`src/rtl/event_pacer.sv`:
```
// -----------------------------------------------------------------------------
// event_pacer
//
// Upstream feeder for the 4-bit event counter.
//   - Accepts event requests on a valid/ready handshake and queues them as a
//     pending count P (0..DEPTH).
//   - Emits one registered single-cycle `en` pulse per queued event.
//   - Consecutive pulses are spaced at least GAP cycles apart.
//   - Issue stalls while the downstream counter reports `cnt_full`.
//
// Parameters:
//   DEPTH : maximum pending events (1..15).
//   GAP   : minimum spacing in cycles between `en` pulses (1..15).
//
// Ports:
//   clk      in   single clock, all logic on posedge
//   rst      in   synchronous, active-low reset
//   ev_valid in   upstream event request
//   ev_ready out  pacer can accept an event this cycle
//   cnt_full in   downstream counter saturated, inhibits issue
//   en       out  registered one-cycle increment pulse to the counter
//   pending  out  current pending count P, zero-extended to 4 bits
//   dropped  out  sticky drop flag (only with EVENT_PACER_DROP_EN)
//
// Build option:
//   EVENT_PACER_DROP_EN
//     Defined   : always ready out of reset. An event arriving with P==DEPTH
//                 and no issue at that edge is discarded and sets `dropped`.
//     Undefined : plain backpressure, no event is ever lost, no `dropped` port.
// -----------------------------------------------------------------------------
module event_pacer #(
  parameter int DEPTH = 4,
  parameter int GAP   = 2
) (
  input  logic       clk,
  input  logic       rst,
  input  logic       ev_valid,
  output logic       ev_ready,
  input  logic       cnt_full,
  output logic       en,
  output logic [3:0] pending
`ifdef EVENT_PACER_DROP_EN
  ,
  output logic       dropped
`endif
);

  typedef enum logic [1:0] {
    IDLE = 2'd0,
    WAIT = 2'd1,
    HOLD = 2'd2
  } state_t;

  localparam logic [3:0] DEPTH_C = 4'(DEPTH);
  localparam logic [3:0] GAP_M1  = 4'(GAP - 1);

  state_t     r_state;
  logic [3:0] r_p;
  logic [3:0] r_gap_cnt;
  logic       r_en;

  logic       w_at_depth;
  logic       w_issue;
  logic       w_take;

  // P never exceeds DEPTH, so equality is the full test.
  assign w_at_depth = (r_p == DEPTH_C);

  // Issue decision is made only from IDLE; cnt_full is looked at only here,
  // so a pulse already launched always completes.
  assign w_issue = (r_state == IDLE) && !cnt_full && (r_p != 4'd0);

`ifdef EVENT_PACER_DROP_EN
  logic r_dropped;
  logic w_drop;

  assign ev_ready = rst;
  // At DEPTH an event still fits if a slot is freed by an issue at this edge.
  assign w_take   = ev_valid && (!w_at_depth || w_issue);
  assign w_drop   = ev_valid && w_at_depth && !w_issue;

  always_ff @(posedge clk) begin
    if (!rst) begin
      r_dropped <= 1'b0;
    end else if (w_drop) begin
      r_dropped <= 1'b1;
    end
  end

  assign dropped = r_dropped;
`else
  // Readiness comes only from registered P: no same-cycle pass-through at DEPTH.
  assign ev_ready = rst && !w_at_depth;
  assign w_take   = ev_valid && ev_ready;
`endif

  always_ff @(posedge clk) begin
    if (!rst) begin
      r_state   <= IDLE;
      r_p       <= 4'd0;
      r_gap_cnt <= 4'd0;
      r_en      <= 1'b0;
    end else begin
      // Accept and issue at the same edge cancel out.
      r_p  <= r_p + {3'd0, w_take} - {3'd0, w_issue};
      r_en <= w_issue;
      unique case (r_state)
        IDLE: begin
          if (cnt_full) begin
            r_state <= HOLD;
          end else if (r_p != 4'd0) begin
            r_gap_cnt <= GAP_M1;
            r_state   <= (GAP == 1) ? IDLE : WAIT;
          end
        end
        WAIT: begin
          r_gap_cnt <= r_gap_cnt - 4'd1;
          if (r_gap_cnt == 4'd1) begin
            r_state <= IDLE;
          end
        end
        HOLD: begin
          // Return to IDLE first; the issue decision happens on the next edge.
          if (!cnt_full) begin
            r_state <= IDLE;
          end
        end
        default: r_state <= IDLE;
      endcase
    end
  end

  assign en      = r_en;
  assign pending = r_p;

endmodule

```
`config.mk`:
```
export PLATFORM = sky130hd
export DESIGN_NAME = event_pacer
export DESIGN_NICKNAME = d
export VERILOG_FILES = /design/src/rtl/event_pacer.sv
export SDC_FILE = /design/constraint.sdc
export NUM_CORES = 1
export LEC_CHECK = 0
export BUFFER_PORTS_ARGS = -buffer_cell sky130_fd_sc_hd__buf_2
export CAP_MARGIN = 20
export CORE_AREA = 3 3 40 42
export CTS_CLUSTER_SIZE = 20
export DETAILED_ROUTE_END_ITERATION = 8
export DIE_AREA = 0 0 43 45
export PLACE_DENSITY_LB_ADDON = 0.25
export SETUP_SLACK_MARGIN = 0.05
export SYNTH_ARGS = -nofsm -noshare
export SYNTH_HDL_FRONTEND = slang
export SYNTH_SLANG_ARGS = --single-unit
```
`constraint.sdc`:
```
create_clock -name clk -period 3.9 [get_ports clk]
set_clock_uncertainty 0.2 [all_clocks]
set_input_delay 0.78 -clock clk [delete_from_list [all_inputs] [get_ports clk]]
set_output_delay 0.78 -clock clk [all_outputs]
set_load 0.02 [all_outputs]
```
[After elaboration in Yosys (flattened, before gate mapping)]
Index checks and enable logic that the tools add are counted.
Storage, ports and cells
  bits in registers: 11
  bits of input ports: 4
  output and inout port bits: 6
  logic and storage cells: 35
Operators by class
  $add $sub $neg: 3
  eq/ne operators: 9
  multiplexer cells: 8
  reductions and logical operators: 11
Operators by type and width (number)
  $mux W2: 4
  $mux W4: 2
  $pmux W4 S2: 1
  $ne A2 B2 Y1 const B: 3
  $pmux W2 S3: 1
  $reduce_and A3 Y1: 2
  $add A4 B1 Y4: 1
  $eq A4 B1 Y1 const B: 1
  $eq A4 B3 Y1 const B: 1
  $logic_and A1 B1 Y1: 4
  $reduce_bool A4 Y1: 1
  $sub A4 B1 Y4: 1
  $sub A4 B1 Y4 const B: 1
  $ne A3 B2 Y1 const B: 1
  $eq A2 B1 Y1 const B: 1
  $eq A2 B2 Y1 const B: 1
  $logic_not A1 Y1: 2
  $logic_not A2 Y1: 1
  $ne A2 B1 Y1 const B: 1
  $reduce_bool A2 Y1: 1

[Logic depth before layout (Yosys ltp)]
  word-level depth: 6
  depth in mapped cells: 10
  depth with buffers taken out: 10

[Worst setup path before layout]
Ideal clock, no wire load.
  kind: input port to flip-flop
  start point: input port rst
  end point: register r_p[2], in the netlist pending[2]
  setup time: 115 ps
  data arrival time: 2671 ps
  data required time: 3585 ps
  setup slack: 914 ps
  cell stages on the path: 8
  cell sequence: a21boi_0 -> nand2_1 -> ha_1 -> inv_1 -> ha_1 -> fa_1 -> xor2_1 -> and2_1
Between the ends
  cells in the longest elaborated chain, start to end: 4
RTL lines
  from (decl): RTL line 36  | input logic rst,
  $logic_and A1 B1 Y1: RTL line 93  | assign ev_ready = rst && !w_at_depth;
  $logic_and A1 B1 Y1: RTL line 94  | assign w_take = ev_valid && ev_ready;
  $add A4 B1 Y4: RTL line 105  | r_p <= r_p + {3'd0, w_take} - {3'd0, w_issue};
  $sub A4 B1 Y4: RTL line 105
  to (signal assigned): RTL line 105
  to (decl): RTL line 58  | logic [3:0] r_p;
Several ways; a longest one is shown, not always the timed one.
A chain may end at the register's enable or synchronous reset.

[Worst setup path after layout]
Same ends and word-level chain as after synthesis.

==> flow_metrics.tcl <==
set metrics [dict create \
    core-area_sq_um 1285 \
    synthDistinctLibCells 30 \
    final-max-slew-violation-count 0 \
    synthAdderAreaFrac_pct 19.55 \
    htreeDepth 1 \
    yosys-mux-area-fraction_pct 3.259 \
    period_share_pct 68.70 \
    antenna_found_initial 0 \
    synth-compound-area-share_pct 15.48 \
    drc 0 \
    synthCells 65 \
    setup_viol_count_final 0 \
    cts_max_path_buffers 2 \
    die_h_um 45 \
    viasPerCell 5.185 \
    yosys_register_bits 11 \
    cp-start-kind "input port" \
    hpwl_um 828.4 \
    drt_iter0_drc 6 \
    fin_setup_tns_ns 0 \
    top_layer_used "met4" \
    place.gp.congestion 0.7493 \
    cts_root_buf "clkbuf_4" \
    synth-simple-area-share_pct 18.94 \
    worstSetupPathType "input port to flop" \
    holdWs_ns 0.2748 \
    grt_pass1_vias 457 \
    endpoint_kind "flop" \
    final_area_sq_um 700.7 \
    initial_core_util_pct 47.81 \
    power_density_nw_per_um2 768.8 \
    max_freq_mhz 373.2 \
    grt_pass1_wl_um 1911 \
    relSlewSlack_pct 74.27 \
    cts_hold_buffers 0 \
    synthXorXnorAreaFrac_pct 1.426 \
    irDropWorstVdd_mv 0.3886 \
    wl_per_cell_um 11.67 \
    final.fill_count 118 \
    timing.max_cap.violations 0 \
    wl_met2_um 486 \
    grt-ovfl-total 0 \
    path_clk_slew_ns 0.07 \
    via_count 477 \
    totalWireLength_um 1074 \
    finalCriticalPeriod_ns 2.679 \
    drt-pass1-iter-count 3 \
    syn_avg_cell_area_sq_um 9.451 \
    dieArea_sq_um 1935 \
    cp_slowest_cell "fa_1" \
    ys_seq_area_share_pct 35.85 \
    port_buffers 9 \
    crit_top_cell "ha_1" \
    grt_max_degree 18 \
    worst_pin_slew_ns 0.3853 \
    crit_chain "buf_2 -> a21boi_0 -> nand2_1 -> ha_1 -> inv_1 -> ha_1 -> fa_1 -> xor2_1 -> and2_1" \
    syn-num-nets 78 \
    gr-usage-all-layers_pct 14.06 \
    drt-met1-wl_um 492 \
    cp_max_fo 17 \
    pin_count 10 \
    rows 13 \
    clk_latency_ns 0.27 \
    drive_above_1_share_pct 20.78 \
    area_delta_synth_final_pct 14.05 \
    yosysWarnings 0 \
    cts_tree "yes" \
    fin_nets 91 \
    ys.flop_type "dfxtp_1" \
    synth_area_leader_cell "dfxtp_1" \
    status "complete, no violations" \
    final_hold_viol_count 0 \
    cts_setup_buffers 0 \
    met3_length_um 69 \
    async_flop_share_pct 0 \
    synth_area_leaders "dfxtp_1, ha_1, inv_1, nand2_1, and2_1" \
    cts-resized-gates 0 \
    antenna_cells 0 \
    die_w_um 43 \
    dpl_cell_area_sq_um 674.4 \
    critPathMaxStageDelay_ns 0.42 \
    synth_edf_count 0 \
    cp.buffers_inverters 2 \
    synth_top_family_by_area "adder cells" \
    power_leakage_nw 0.3242 \
    cp_top_family "adder cells" \
    hold_class "flop to flop" \
    cts_sinks 11 \
    syn_area_sq_um 614.3 \
    worst_ep_required_time_ns 3.87 \
    rsz0062_at_grt "no" \
    p_total_mw 0.5387 \
    antenna_left 0 \
    yosys.area.top_type_share_pct 35.85 \
    cp_data_arrival_time_ns 2.65 \
    cts_made_buffers 3 \
]
## cells in the final DEF (no fill, tap or decap), drive strengths merged, types with 2 or more instances in the layout
cell type / n
mux2i: 2
clkbuf: 4
a21boi: 2
buf: 9
dfxtp: 11
ha: 8
inv: 8
nand2: 7
nor2: 3
nor2b: 2
and2: 4
## logic make-up after synthesis
family / after synthesis
DFF: 11
adders and majority gates: 9
xor gates and xnor gates: 1
muxes: 2
AOI/OAI and AO/OA: 11
buffers and inverters: 9
and+or+nand+nor: 22
## synth_stat cells (2+ instances only)
cell	number
ha_1	8
inv_1	7
and2_1	4
nor2_1	2
dfxtp_1	11
nand2_1	7
mux2i_1	2
nor2b_1	2
## per-layer routing
metal  global-route usage (%)  vias to the layer above
li1                         -                      244
met1                    14.67                      219
met2                    21.86                        9
met3                    7.968                        5
met4                    9.036                        0
met5                        0                        -
## path summary, 6_finish.rpt
kind	from	endpoint	slack, ns	cells past startpoint
worst min-delay path	r_gap_cnt[1]	r_gap_cnt[1]	0.27	2
worst max register to register	pending[2]	pending[2]	1.39	9
worst min register to register	r_gap_cnt[1]	r_gap_cnt[1]	0.27	2
worst max-delay path	rst	pending[2]	1.22	9
## worst reg2reg max path, cell delays in order (launching register included)
cell       delay, ns
dfxtp_1         0.35
inv_1           0.06
ha_1            0.22
a2111oi_2       0.39
ha_1            0.20
inv_1           0.04
ha_1            0.21
fa_1            0.42
xor2_1          0.17
and2_1          0.14
## report_power, final
group	total, mW	switching [mW]	internal, mW
Clock	0.0785	0.0388	0.0396
Sequential	0.183	0.0338	0.149
Combinational	0.277	0.149	0.129
## through the flow
| step | setup slack (ns) | instances | util (%) |
|---|---|---|---|
| after floorplan | 0.9144 | 65 | - |
| after global placement | 1.007 | 88 | 52.48 |
| after detailed placement | 0.9406 | 88 | 52.48 |
| after CTS | 1.229 | 92 | 54.53 |
| after global routing | 1.092 | 92 | 54.53 |
| final | 1.221 | 92 | 54.53 |
## layout make-up
cell class                      instances  area [sq um]  area share [%]
Tap cell                               15         18.77           2.679
Sequential cell                        11         220.2           31.43
Inverter                                8         30.03           4.286
Timing Repair Buffer                    9         45.04           6.429
Clock buffer                            4         26.28           3.750
Multi-Input combinational cell         45         360.3           51.43
## sequential cells by signal (all words and copies together) (netlist names)
signal and flops:
r_gap_cnt 4, pending 4, en 1, r_state 2
Power figures use the tool's default switching activity.
